## src/rtl/fetch_stage.sv

```systemverilog
`default_nettype none
// ============================================================================
// fetch_stage: owns the PC, drives the instruction-memory word address and
// registers the fetched word into IF/ID with valid/stall/redirect/halt control.
// Optional: FETCH_MISALIGN_TRAP_EN traps misaligned fetches; otherwise
// redirect targets are forced word-aligned.
// Revision: 1.0
// ============================================================================
module fetch_stage #(
  parameter int          ADDR_W   = 6,
  parameter logic [31:0] RESET_PC = 32'h0000_0000
) (
  input  logic              clk,
  input  logic              rst,
  output logic [ADDR_W-1:0] imem_addr,
  input  logic [31:0]       imem_data,
  input  logic              stall,
  input  logic              redirect,
  input  logic [31:0]       redirect_pc,
  output logic              if_valid,
  output logic [31:0]       if_inst,
  output logic [31:0]       if_pc,
  output logic [31:0]       if_pc_plus4,
  output logic              if_misalign,
  output logic              halted
);

  localparam logic [31:0] NOP    = 32'h0000_0013;
  localparam logic [31:0] ECALL  = 32'h0000_0073;
  localparam logic [31:0] EBREAK = 32'h0010_0073;

  typedef enum logic [1:0] {
    BOOT = 2'd0,
    RUN  = 2'd1,
    HALT = 2'd2
  } state_t;

  state_t      state;
  logic [31:0] pc;
  logic [31:0] pc_next4;
  logic [31:0] load_pc;
  logic        is_halt_word;
  logic        fetch_misaligned;

  assign imem_addr    = pc[ADDR_W+1:2];
  assign pc_next4     = pc + 32'd4;
  assign is_halt_word = (imem_data == ECALL) || (imem_data == EBREAK);

`ifdef FETCH_MISALIGN_TRAP_EN
  logic trap_flag;

  assign load_pc          = redirect_pc;
  assign fetch_misaligned = (pc[1:0] != 2'b00);
  assign if_misalign      = trap_flag;

  always_ff @(posedge clk) begin
    if (rst) begin
      trap_flag <= 1'b0;
    end else if (redirect) begin
      trap_flag <= 1'b0;
    end else if (state == RUN && !stall && fetch_misaligned) begin
      trap_flag <= 1'b1;
    end
  end
`else
  assign load_pc          = redirect_pc & ~32'd3;
  assign fetch_misaligned = 1'b0;
  assign if_misalign      = 1'b0;
`endif

  always_ff @(posedge clk) begin
    if (rst) begin
      state       <= BOOT;
      pc          <= RESET_PC;
      if_valid    <= 1'b0;
      if_inst     <= NOP;
      if_pc       <= 32'd0;
      if_pc_plus4 <= 32'd4;
      halted      <= 1'b0;
    end else begin
      case (state)
        BOOT: begin
          if (redirect) pc <= load_pc;
          state <= RUN;
        end
        RUN: begin
          if (redirect) begin
            pc       <= load_pc;
            if_valid <= 1'b0;
          end else if (!stall) begin
            if_pc       <= pc;
            if_pc_plus4 <= pc_next4;
            if_valid    <= 1'b1;
            // A misaligned fetch presents a NOP and parks the PC on the bad address
            if (fetch_misaligned) begin
              if_inst <= NOP;
              state   <= HALT;
              halted  <= 1'b1;
            end else begin
              if_inst <= imem_data;
              pc      <= pc_next4;
              if (is_halt_word) begin
                state  <= HALT;
                halted <= 1'b1;
              end
            end
          end
        end
        HALT: begin
          if (redirect) begin
            pc       <= load_pc;
            if_valid <= 1'b0;
            halted   <= 1'b0;
            state    <= RUN;
          end else if (!stall) begin
            if_valid <= 1'b0;
          end
        end
        default: state <= BOOT;
      endcase
    end
  end

endmodule
`default_nettype wire

```

## config.mk

```make
export PLATFORM = sky130hd
export DESIGN_NAME = fetch_stage
export DESIGN_NICKNAME = d
export VERILOG_FILES = /design/src/rtl/fetch_stage.sv
export SDC_FILE = /design/constraint.sdc
export NUM_CORES = 1
export LEC_CHECK = 0
export CORE_MARGIN = 2
export CORE_UTILIZATION = 39
export DETAILED_ROUTE_END_ITERATION = 10
export PLACE_DENSITY = 0.68
export SLEW_MARGIN = 5
export SYNTH_ARGS = -nofsm -noshare
export SYNTH_HDL_FRONTEND = slang
export SYNTH_SLANG_ARGS = --single-unit
```

## constraint.sdc

```tcl
create_clock -name clk -period 2.7 [get_ports clk]
set_input_delay 0.675 -clock clk [delete_from_list [all_inputs] [get_ports clk]]
set_output_delay 0.675 -clock clk [all_outputs]
set_load 0.01 [all_outputs]
```

==> parameters.txt <==
Parameter                              Value

CTS
  Later-pin clock latency in the skew report ... roughly 0.42 ns
  TritonCTS clock tree ... yes
  Count of hold-fix buffers inserted at cts ... 0
  CTS clock-pin slew for the worst setup and hold paths ... 0.06 ns
  Maximum clock insertion buffer count ... 2
  Count of buffers added by post-CTS timing repair for setup ... 0
  CTS sink count ... between 100 and 150
  Total clock buffers created by CTS ... 17
  H-tree lvl count ... 4
  Resize count post-CTS ... 0
  Buffer type at the clock tree root ... clkbuf_16

Route
  Overall via count from detail_route ... roughly 5800
  Post-DR wirelength/cell ... about 16 um
  Total Routed Length ... 17400 um
  DRT antenna net count ... 0
  DRT Pass-1 Iters ... 5
  DRC violations left ... 0
  Iteration-0 DRC Markers ... 470
  Vias/cell ... 5.36

Power
  Power after layout ... about 5 mW
  Relative contribution of sequential cells to total power ... roughly two fifths
  Max rail drop VDD ... a little over 0.0004 V
  Switching power ... roughly 1.3 mW
  Cell Int Power ... between 3 and 4 mW
  Power share of the clock group ... around 44%
  Fraction of power spent switching nets ... a little over a quarter
  Static Leak ... about 2.9 nW
  Combinational fraction of design power ... 15.1%
  Total power density per cell area ... 619 mW/mm2

Layout
  NumNets Final ... 955
  Post-route standard cell area excluding fillers ... 0.00821 mm2
  Combined area of the multi-input logic cells ... ~0.0029 mm2
  Most frequent cells in the layout ... 164 x clkdlybuf4s50_1, 159 x nand2_1, 126 x dfxtp_1
  Proportion of layout cells with a drive suffix above 1 ... about 7.9%
  Fill cell total of the finished layout ... about 1300
  Number of antenna repair diodes ... 0
  Register cell area after layout ... about 0.0025 mm2
  Area growth syn-to-layout ... 41.4%
  Most frequent standard cell in the layout excluding fill and tap cells ... clkdlybuf4s50_1

Synthesis
  Synth Register Bits ... around 130
  Top-area cell type share of the netlist area ... approximately 43%
  Gate Count Post-Synth ... roughly 750
  Syn avg cell area ... approximately 7.8 um2
  Number of enable flip-flop cells after synthesis ... 0
  Number of warnings issued by yosys ... 0
  Async SR Flop Fraction ... 0%
  Unique cell type count in the Yosys netlist ... 57
  Most area-consuming cells after synthesis ... dfxtp_1 43%, nand2_1 10%, a21oi_1 8.2%
  Netlist Area Pre-Place ... a little under 0.006 mm2
  Share of synthesized area occupied by flip-flops and latches ... 43.4%
  Main synth FF type ... dfxtp_1
  Synth area leader ... dfxtp_1

Job
  Max-capacitance violation count ... 0

Placed design
  Final estimated routing congestion in global placement ... between 0.8 and 0.9
  Placed wire-length estimate after detailed placement ... approximately 12000 um
  Quantity of I/O buffers inserted on ports ... 165
  Instance area at placement ... between 0.007 and 0.008 mm2
  Placement-stage worst setup slack ... ~0.20 ns

Timing
  RSZ-0062 raised after global routing ... false
  Max Clock Skew ... 0.00798 ns
  Worst Tran Pin Value ... between 0.5 and 0.6 ns
  Hold_ws ... 0.451 ns
  Relative slew slack ... around 66%
  Portion of the clock cycle consumed by the worst path in the final layout ... 84.6%
  Max-slew violation count ... 0
  Endpoints failing hold ... 0
  Fmax achieved ... about 440 MHz
  Total of endpoints with negative setup slack in the final report ... 0
  Worst Slack Setup Final ... between 0.4 and 0.5 ns
  Time the worst path needs with I/O delays and setup ... 2.28 ns
  Setup Total Neg Slack ... 0 ns

Critical path
  Maximum fanout along the worst path ... 7
  Kind of critical path ... reg2out
  Critical path endpoint category ... primary output
  Data required time of the worst path ... 2.03 ns
  Kind of start point of the critical path ... flip-flop
  Data arrival time of the worst path ... between 1.5 and 2 ns
  Worst r2r path cells ... 6

Worst hold path
  Count of cells along the worst hold path ... 2
  Worst min path class ... reg2reg

Die
  Core Footprint ... roughly 0.015 mm2
  Number of placed I/O pins ... ~170
  DIE AREA ... around 0.016 mm2
  Starting density of the core ... around 40%
  DIE WIDTH ... between 100 and 150 um
  Vert. Die Dim ... 126 um
  Core Rows ... 44

Global routing
  Pin count of the biggest net entering global routing ... 106
  Remaining global-route overflow ... 0
  Total global-route track usage ... between 20% and 30%
  Number of antenna violations at the first check in global routing ... 0
  Global-route wire length before repair ... 27900 um
  Via count of the first global-routing pass ... 5315

Status
  Status ... completed
==> flip-flops by register name (all words and copies together), names as in the netlist <==
register / count
if_pc: 30
if_inst: 32
if_valid: 1
halted: 1
pc: 30
state: 2
if_pc_plus4: 30
==> power groups by stage <==
stage	combinational [mW]	sequential, mW	clock [mW]
finish	0.768	2.07	2.24
global route	0.842	2.09	2.35
CTS	0.769	2.07	2.27
detailed placement	0.763	2.11	0
global placement	0.760	2.11	0
floorplan	0.417	2.09	0
==> path summary, 6_finish.rpt <==
kind,from,end,slack [ns]
max reg2reg,state[0]$_SDFFE_PP0P_,pc[24]$_SDFFE_PP0P_,0.45
min,if_pc[14]$_SDFFE_PP0P_,if_pc[14]$_SDFFE_PP0P_,0.45
min reg2reg,if_pc[14]$_SDFFE_PP0P_,if_pc[14]$_SDFFE_PP0P_,0.45
max,pc[6]$_SDFFE_PP0P_,imem_addr[4],0.42
==> worst max-delay path, cell delays in order, from the launching register on <==
cell and delay (ns):
dfxtp_1 0.47, buf_4 0.19, clkdlybuf4s50_1 0.53
==> stage by stage <==
step / std cells / util [%]
2_1_floorplan: 749 / -
6_report: 1079 / 56.5
4_1_cts: 1079 / 56.5
3_5_place_dp: 1048 / 52.6
5_1_grt: 1079 / 56.5
3_3_place_gp: 1048 / 52.6
==> area by class of cell <==
class,count,area share [%]
Tap cell,184,2.80
Multi-Input combinational cell,535,35.8
Clock buffer,20,5.56
Timing Repair Buffer,193,23.2
Clock inverter,11,1.43
Inverter,10,0.457
Sequential cell,126,30.7
==> layer usage <==
metal	vias up	part of all wire [%]	wire length, um	global-route usage [%]
li1	2864	-	-	-
met1	2701	45	7850	28.3
met2	189	46	8070	34.7
met3	31	5.6	979	5.48
met4	0	3.0	518	9.31
met5	-	0	0	0
==> logic make-up after synthesis <==
logic type | synth area share (%)
mux | 0.345
other cells | 0.0646
simple gates | 24.6
buf+inv | 6.55
fa+ha+maj | 0.862
xor+xnor | 4.22
flops | 43.4
compound gates | 19.9
==> synth_stat cells, types with 3 or more instances <==
cell and number:
o31ai_1 4, nor4_1 10, nor3_1 11, or4_1 6, nand3_1 21, or3_1 4
a22oi_1 6, xnor2_1 17, and3_1 16, clkbuf_1 59, xor2_1 11, and4_1 8
inv_1 10, nand2_1 160, o21ai_0 29, o21ai_1 3, a22o_1 4, a21oi_1 95
a211oi_1 17, o31a_1 3, buf_4 11, nand4_1 10, buf_2 5, a32o_1 4
nor2_1 43, dfxtp_1 126, a31oi_1 9, ha_1 4
No activity file was read; power rests on OpenSTA's default activity.
